[src/rtl/acsp_capture_engine.sv]
// Probe capture engine: synchronise, decimate, keep pre-trigger history, and stream
// the pre+post trigger window to the sample FIFO with sticky overflow reporting.
module acsp_capture_engine #(
    parameter int SAMPLE_WIDTH = 8,
    parameter int DIV_WIDTH    = 24,
    parameter int PRE_DEPTH    = 16,
    parameter int POST_WIDTH   = 16
) (
    input  logic                           system_clock,
    input  logic                           reset,
    input  logic [SAMPLE_WIDTH-1:0]        dataToSample,
    input  logic                           arm,
    input  logic                           abort,
    input  logic [DIV_WIDTH-1:0]           divider,
    input  logic [SAMPLE_WIDTH-1:0]        risePattern,
    input  logic [SAMPLE_WIDTH-1:0]        fallPattern,
    input  logic [SAMPLE_WIDTH-1:0]        levelMask,
    input  logic [SAMPLE_WIDTH-1:0]        levelValue,
    input  logic [$clog2(PRE_DEPTH):0]     preCount,
    input  logic [POST_WIDTH-1:0]          postCount,
    input  logic                           fifoFull,
    output logic [SAMPLE_WIDTH-1:0]        dataOut,
    output logic                           validOut,
    output logic [2:0]                     state,
    output logic                           triggered,
    output logic                           overflow
);
    localparam int PW = $clog2(PRE_DEPTH);
    localparam int CW = PW + 1;
    localparam int TW = ((POST_WIDTH > CW) ? POST_WIDTH : CW) + 1;

    // state | meaning: IDLE wait arm, FILL build history, ARMED search trigger, POST stream, DONE hold
    typedef enum logic [2:0] {
        ST_IDLE  = 3'd0,
        ST_FILL  = 3'd1,
        ST_ARMED = 3'd2,
        ST_POST  = 3'd3,
        ST_DONE  = 3'd4
    } state_t;

    state_t                  state_q;
    logic [SAMPLE_WIDTH-1:0] sync1_q, sync2_q, prev_q, data_q;
    logic [SAMPLE_WIDTH-1:0] rise_q, fall_q, lmask_q, lval_q;
    logic [DIV_WIDTH-1:0]    div_q, div_cnt_q;
    logic [CW-1:0]           pre_q, fill_cnt_q;
    logic [POST_WIDTH-1:0]   post_q;
    logic [TW-1:0]           emit_cnt_q;
    logic [PW-1:0]           wr_ptr_q;
    logic                    first_q, valid_q, triggered_q, overflow_q;
    logic [SAMPLE_WIDTH-1:0] hist_q [PRE_DEPTH];

    logic                    running, tick, trig_hit, emit_now, write_now, arm_ok;
    logic [SAMPLE_WIDTH-1:0] prev_eff, emit_data_d;
    logic [PW-1:0]           rd_ptr;
    logic [POST_WIDTH-1:0]   post_eff;
    logic [TW-1:0]           window;
    logic [CW-1:0]           pre_clamped_d;

    always_comb begin
        running       = (state_q == ST_FILL) || (state_q == ST_ARMED) || (state_q == ST_POST);
        tick          = running && (div_cnt_q == '0);
        prev_eff      = first_q ? sync2_q : prev_q;
        trig_hit      = (|(rise_q & ~prev_eff & sync2_q)) ||
                        (|(fall_q & prev_eff & ~sync2_q)) ||
                        ((lmask_q != '0) && (((sync2_q ^ lval_q) & lmask_q) == '0));
        emit_now      = tick && ((state_q == ST_POST) || ((state_q == ST_ARMED) && trig_hit));
        write_now     = tick && !((state_q == ST_FILL) && (pre_q == '0));
        arm_ok        = arm && !abort && ((state_q == ST_IDLE) || (state_q == ST_DONE));
        rd_ptr        = wr_ptr_q - pre_q[PW-1:0];
        emit_data_d   = (pre_q == '0) ? sync2_q : hist_q[rd_ptr];
        post_eff      = (post_q == '0) ? POST_WIDTH'(1) : post_q;
        window        = TW'(pre_q) + TW'(post_eff);
        pre_clamped_d = (preCount > CW'(PRE_DEPTH)) ? CW'(PRE_DEPTH) : preCount;
    end

    // Read happens before overwrite, so a full-depth lookback returns the oldest entry.
    always_ff @(posedge system_clock) begin
        if (write_now) hist_q[wr_ptr_q] <= sync2_q;
    end

    always_ff @(posedge system_clock) begin
        if (reset) begin
            state_q     <= ST_IDLE;
            sync1_q     <= '0;
            sync2_q     <= '0;
            prev_q      <= '0;
            data_q      <= '0;
            rise_q      <= '0;
            fall_q      <= '0;
            lmask_q     <= '0;
            lval_q      <= '0;
            div_q       <= '0;
            div_cnt_q   <= '0;
            pre_q       <= '0;
            fill_cnt_q  <= '0;
            post_q      <= '0;
            emit_cnt_q  <= '0;
            wr_ptr_q    <= '0;
            first_q     <= 1'b0;
            valid_q     <= 1'b0;
            triggered_q <= 1'b0;
            overflow_q  <= 1'b0;
        end else begin
            sync1_q <= dataToSample;
            sync2_q <= sync1_q;
            valid_q <= 1'b0;
            if (abort) begin
                state_q     <= ST_IDLE;
                triggered_q <= 1'b0;
            end else if (arm_ok) begin
                div_q       <= divider;
                rise_q      <= risePattern;
                fall_q      <= fallPattern;
                lmask_q     <= levelMask;
                lval_q      <= levelValue;
                pre_q       <= pre_clamped_d;
                post_q      <= postCount;
                div_cnt_q   <= '0;
                fill_cnt_q  <= '0;
                emit_cnt_q  <= '0;
                triggered_q <= 1'b0;
                overflow_q  <= 1'b0;
                first_q     <= 1'b1;
                state_q     <= ST_FILL;
            end else begin
                if (tick) begin
                    div_cnt_q <= div_q;
                    prev_q    <= sync2_q;
                    first_q   <= 1'b0;
                    if (write_now) wr_ptr_q <= wr_ptr_q + PW'(1);
                end else if (running) begin
                    div_cnt_q <= div_cnt_q - DIV_WIDTH'(1);
                end
                if (emit_now) begin
                    emit_cnt_q <= emit_cnt_q + TW'(1);
                    if (fifoFull) begin
                        overflow_q <= 1'b1;
                    end else begin
                        valid_q <= 1'b1;
                        data_q  <= emit_data_d;
                    end
                end
                case (state_q)
                    ST_FILL: begin
                        if (tick) begin
                            fill_cnt_q <= fill_cnt_q + CW'(1);
                            if ((pre_q == '0) || ((fill_cnt_q + CW'(1)) == pre_q))
                                state_q <= ST_ARMED;
                        end
                    end
                    ST_ARMED: begin
                        if (tick && trig_hit) begin
                            triggered_q <= 1'b1;
                            state_q     <= ((emit_cnt_q + TW'(1)) == window) ? ST_DONE : ST_POST;
                        end
                    end
                    ST_POST: begin
                        if (tick && ((emit_cnt_q + TW'(1)) == window)) state_q <= ST_DONE;
                    end
                    default: ;
                endcase
            end
        end
    end

    assign dataOut   = data_q;
    assign validOut  = valid_q;
    assign state     = state_q;
    assign triggered = triggered_q;
    assign overflow  = overflow_q;

endmodule

[config.mk]
export PLATFORM = sky130hd
export DESIGN_NAME = acsp_capture_engine
export DESIGN_NICKNAME = d
export VERILOG_FILES = /design/src/rtl/acsp_capture_engine.sv
export SDC_FILE = /design/constraint.sdc
export NUM_CORES = 1
export LEC_CHECK = 0
export CAP_MARGIN = 20
export CORE_ASPECT_RATIO = 0.75
export CORE_MARGIN = 2
export CORE_UTILIZATION = 55
export DETAILED_ROUTE_END_ITERATION = 12
export GPL_TIMING_DRIVEN = 0
export MAX_ROUTING_LAYER = met4
export PLACE_DENSITY = 0.8
export SLEW_MARGIN = 30
export SYNTH_ARGS = -nofsm -noshare
export SYNTH_HDL_FRONTEND = slang
export SYNTH_SLANG_ARGS = --single-unit
export TNS_END_PERCENT = 1
[constraint.sdc]
create_clock -name system_clock -period 4.74 [get_ports system_clock]
set_input_delay 0.948 -clock system_clock [delete_from_list [all_inputs] [get_ports system_clock]]
set_output_delay 0.948 -clock system_clock [all_outputs]
set_load 0.02 [all_outputs]
==> results.md <==
* Status: completed
* Synthesis Warnings at 0
* Clock sink total at approximately 290
* Routed wire per std cell at about 19 µm
* Asr flop ratio synth at 0%
* Worst reg2reg path depth at 14
* CP endpoint: state[2]
* Final ANT Viol Nets at 0
* Most Crowded Layer GR: met2
* Leading area contributor after synthesis: edfxtp_1
* Clk pwr share at a little over two fifths
* Max-cap check violation count at 0
* CP startpoint kind: flop
* Slew HR at 32.6%
* Clk_skew at approximately 0.014 ns
* Register area share after synthesis at 54.3%
* Top_reg_cell synth: dfxtp_1
* Fin crit share at a little over four fifths
* Leakage at between 5 and 6 nW
* Tot GR Track Use at between 20 and 30%
* Detailed-route via count at approximately 11k
* DR iter-0 viols at 1325
* Die area at roughly 25000 µm²
* Worst Max-Slew Pin Slew at 0.995 ns
* RD Place Congestion at 0.962
* R2R Setup Slk at between 0.7 and 0.8 ns
* Hold depth at 1
* Fillers at 1808
* RR Startpoint: post_q[7]
* Synthesized Nets at around 1.4k
* Net load switching power at approximately 1.4 mW
* Met3 GRT Util at 4.37%
* Final instance area at approximately 16000 µm²
* Initial antenna violation count at 0
* Critical Path End Type: flop
* CTS hold repair buffers at 0
* Clock Latency Late Sink at 0.56 ns
* First-pass GRT wire length at about 53000 µm
* Port buffer count at slightly above 100
* Die X at between 150 and 200 µm
* Cts repair resizes at 0
* Row cnt at 49
* Max-slew violations at 0
* Worst Setup SP: post_q[7]
* Sw frac at 24.2%
* Flop and latch count out of synthesis at around 300
* Routed vias/inst at 6.06
* Most frequent cell after synthesis: nand2_1
* Type of the worst setup path: flop to flop
* H-Tree Depth at 1
* Reg clk slew, reported paths at approximately 0.060 ns
* Die H at 138 µm
* Peak supply drop at around 0.30 mV
* Area share of the largest cell type after synthesis at between 20 and 30%
* Root Driver: clkbuf_16
* Worst R2R End: state[2]
* # DRC at 0
* Library cells used by synthesis at 65
* Power, Total at roughly 5.7 mW
* Min-Delay Path Class: flop to flop
* Final min period at about 4.0 ns
* Pre-antenna DRT Iters at 5
* CTS tree: done
* Number of synthesized flops with an enable pin at about 130
* Syn Inst Count at 1285
* Crit-path max FO at 10
* Int Pwr at about 4.3 mW
* Largest net degree at the start of global routing at 22
* Synth top area cells: edfxtp_1 (29%), dfxtp_1 (25%), nand2_1 (5.9%)
* Final hold violations at 0
* Antenna cells at 0
* Fraction of layout cells with a size suffix above 1 at under 10%
* Starting density of the core at between 50% and 60%
* RSZ-0062 raised after global routing: false
* Seq pwr share at between 40% and 50%
* Setup violators final at 0
* Max Freq at approximately 250 MHz
* Met2 Usage GRT at a little over two fifths
* Detailed Place HPWL at approximately 24000 µm
* Core area at approximately 24000 µm²
* Total Wirelength at between 30000 and 40000 µm
* Combinational Power Share at 9.8%
* Cell Count Post-Placement at ~1.7k
* Met1 GRT Util at about two fifths
* Finished Layout Cells at around 1.7k
* Critical Path RT at around 5.2 ns
* Most instantiated cells after synthesis: nand2_1 (207), dfxtp_1 (166), a21oi_1 (129)
* Final #Nets at between 1.5k and 2k
* Final hold slack at between 0.4 and 0.5 ns
* I/O pin total at about 100
* Post-CTS Setup Bufs at 0
* Gr ovfl total at 0
* Synthesized area at about 13000 µm²
* Vias in the first global route at around 10k
* Setup TNS at 0 ns
* Avg Cell Area, Syn at ~10 µm²
* Post-DP Area at between 10000 and 15000 µm²
* Clock Path Buffers at 3
* Area Overhead vs Synth at 18.5%
* Pwr/cell area at around 370 nW/µm²
* Num CTS Buffers at 28
* Crit path DAT at around 4.5 ns
==> worst min path at each step <==
stage	startpoint	to	slack [ns]
3_3_place_gp	sync1_q[3]	sync2_q[3]	0.42
3_5_place_dp	sync1_q[0]	sync2_q[0]	0.42
5_1_grt	sync1_q[3]	sync2_q[3]	0.46
2_1_floorplan	sync1_q[0]	sync2_q[0]	0.41
6_report	sync1_q[0]	sync2_q[0]	0.43
4_1_cts	sync1_q[0]	sync2_q[0]	0.44
==> state kept, by name, indices dropped and copies added, names as in the netlist <==
| signal | cells |
|---|---|
| hist_q | 128 |
| prev_q | 8 |
| triggered | 1 |
| dataOut | 8 |
| div_cnt_q | 24 |
| rise_q | 8 |
| lval_q | 8 |
| fall_q | 8 |
| sync2_q | 8 |
| overflow | 1 |
| emit_cnt_q | 17 |
| wr_ptr_q | 4 |
| fill_cnt_q | 5 |
| sync1_q | 8 |
| state | 3 |
| div_q | 24 |
| post_q | 16 |
| lmask_q | 8 |
| validOut | 1 |
| first_q | 1 |
| pre_q | 5 |
==> cell usage in the layout, fill, tap and decap left out, types with 8 or more instances in the layout <==
| master | n |
|---|---|
| o21ai_0 | 57 |
| a21oi_1 | 129 |
| nand3_1 | 29 |
| nor3_1 | 31 |
| inv_1 | 18 |
| xnor2_1 | 33 |
| nor2_1 | 99 |
| dfxtp_1 | 166 |
| clkbuf_1 | 68 |
| mux2i_1 | 18 |
| a211oi_1 | 30 |
| a22oi_1 | 8 |
| xor2_1 | 25 |
| ha_1 | 15 |
| nand2_1 | 207 |
| clkdlybuf4s50_1 | 101 |
| nor2b_1 | 27 |
| o211ai_1 | 9 |
| or3_1 | 12 |
| mux4_2 | 32 |
| clkbuf_16 | 32 |
| nor4_1 | 21 |
| buf_2 | 9 |
| edfxtp_1 | 128 |
| nand4_1 | 13 |
| nand3b_1 | 14 |
==> logic make-up (layout without fill, tap and decap cells) <==
kind of cell	count (synthesis)	count (layout)	share of synthesized area [%]
AO/OA/AOI/OAI	266	266	11.8
XOR/XNOR	61	61	4.37
adder cells (fa/ha/maj)	17	17	1.73
buffers and inverters	96	249	2.85
flip-flops	294	294	54.3
multiplexers	52	52	7.00
AND/OR/NAND/NOR	499	499	18.0
==> worst max-delay path: stages (launching register included) <==
cell and delay (ns):
dfxtp_1 0.30, clkbuf_1 0.22, nor4_1 0.33, a41o_1 0.27, ha_1 0.19, inv_1 0.06
fa_1 0.40, nor2b_1 0.17, o221a_2 0.31, o2111a_1 0.21, xnor2_1 0.14, or3b_2 0.46
nor4_1 0.36, nand4b_1 0.22, a211oi_1 0.25
==> metal layers <==
metal  vias up  routed length (µm)
li1       4911                   -
met1      5052               14600
met2       547               15400
met3        66                3070
met4         0                 745
met5         -                   0
==> power groups by stage <==
| stage | registers, mW | logic [mW] | clock network (mW) |
|---|---|---|---|
| after floorplan | 2.77 | 0.356 | 0 |
| after global placement | 2.79 | 0.531 | 0 |
| after detailed placement | 2.80 | 0.545 | 0 |
| after CTS | 2.74 | 0.552 | 2.43 |
| after global routing | 2.75 | 0.611 | 2.54 |
| final | 2.74 | 0.562 | 2.42 |
==> area by class of cell <==
type,instances,area [µm²],area share [%]
Clock inverter,13,163,1.04
Sequential cell,294,7170,45.8
Multi-Input combinational cell,895,5670,36.2
Buffer,78,309,1.98
Tap cell,306,383,2.45
Inverter,18,67.6,0.432
Timing Repair Buffer,101,1010,6.47
Clock buffer,39,867,5.55
==> metrics by stage <==
| stage | setup slack (ns) | utilization, % |
|---|---|---|
| 2_1_floorplan | 1.46 | - |
| 3_3_place_gp | 0.895 | 61.3 |
| 3_5_place_dp | 0.866 | 61.4 |
| 4_1_cts | 0.844 | 65.7 |
| 5_1_grt | 0.422 | 65.7 |
| 6_report | 0.755 | 65.7 |
No activity file was read; power rests on OpenSTA's default activity.
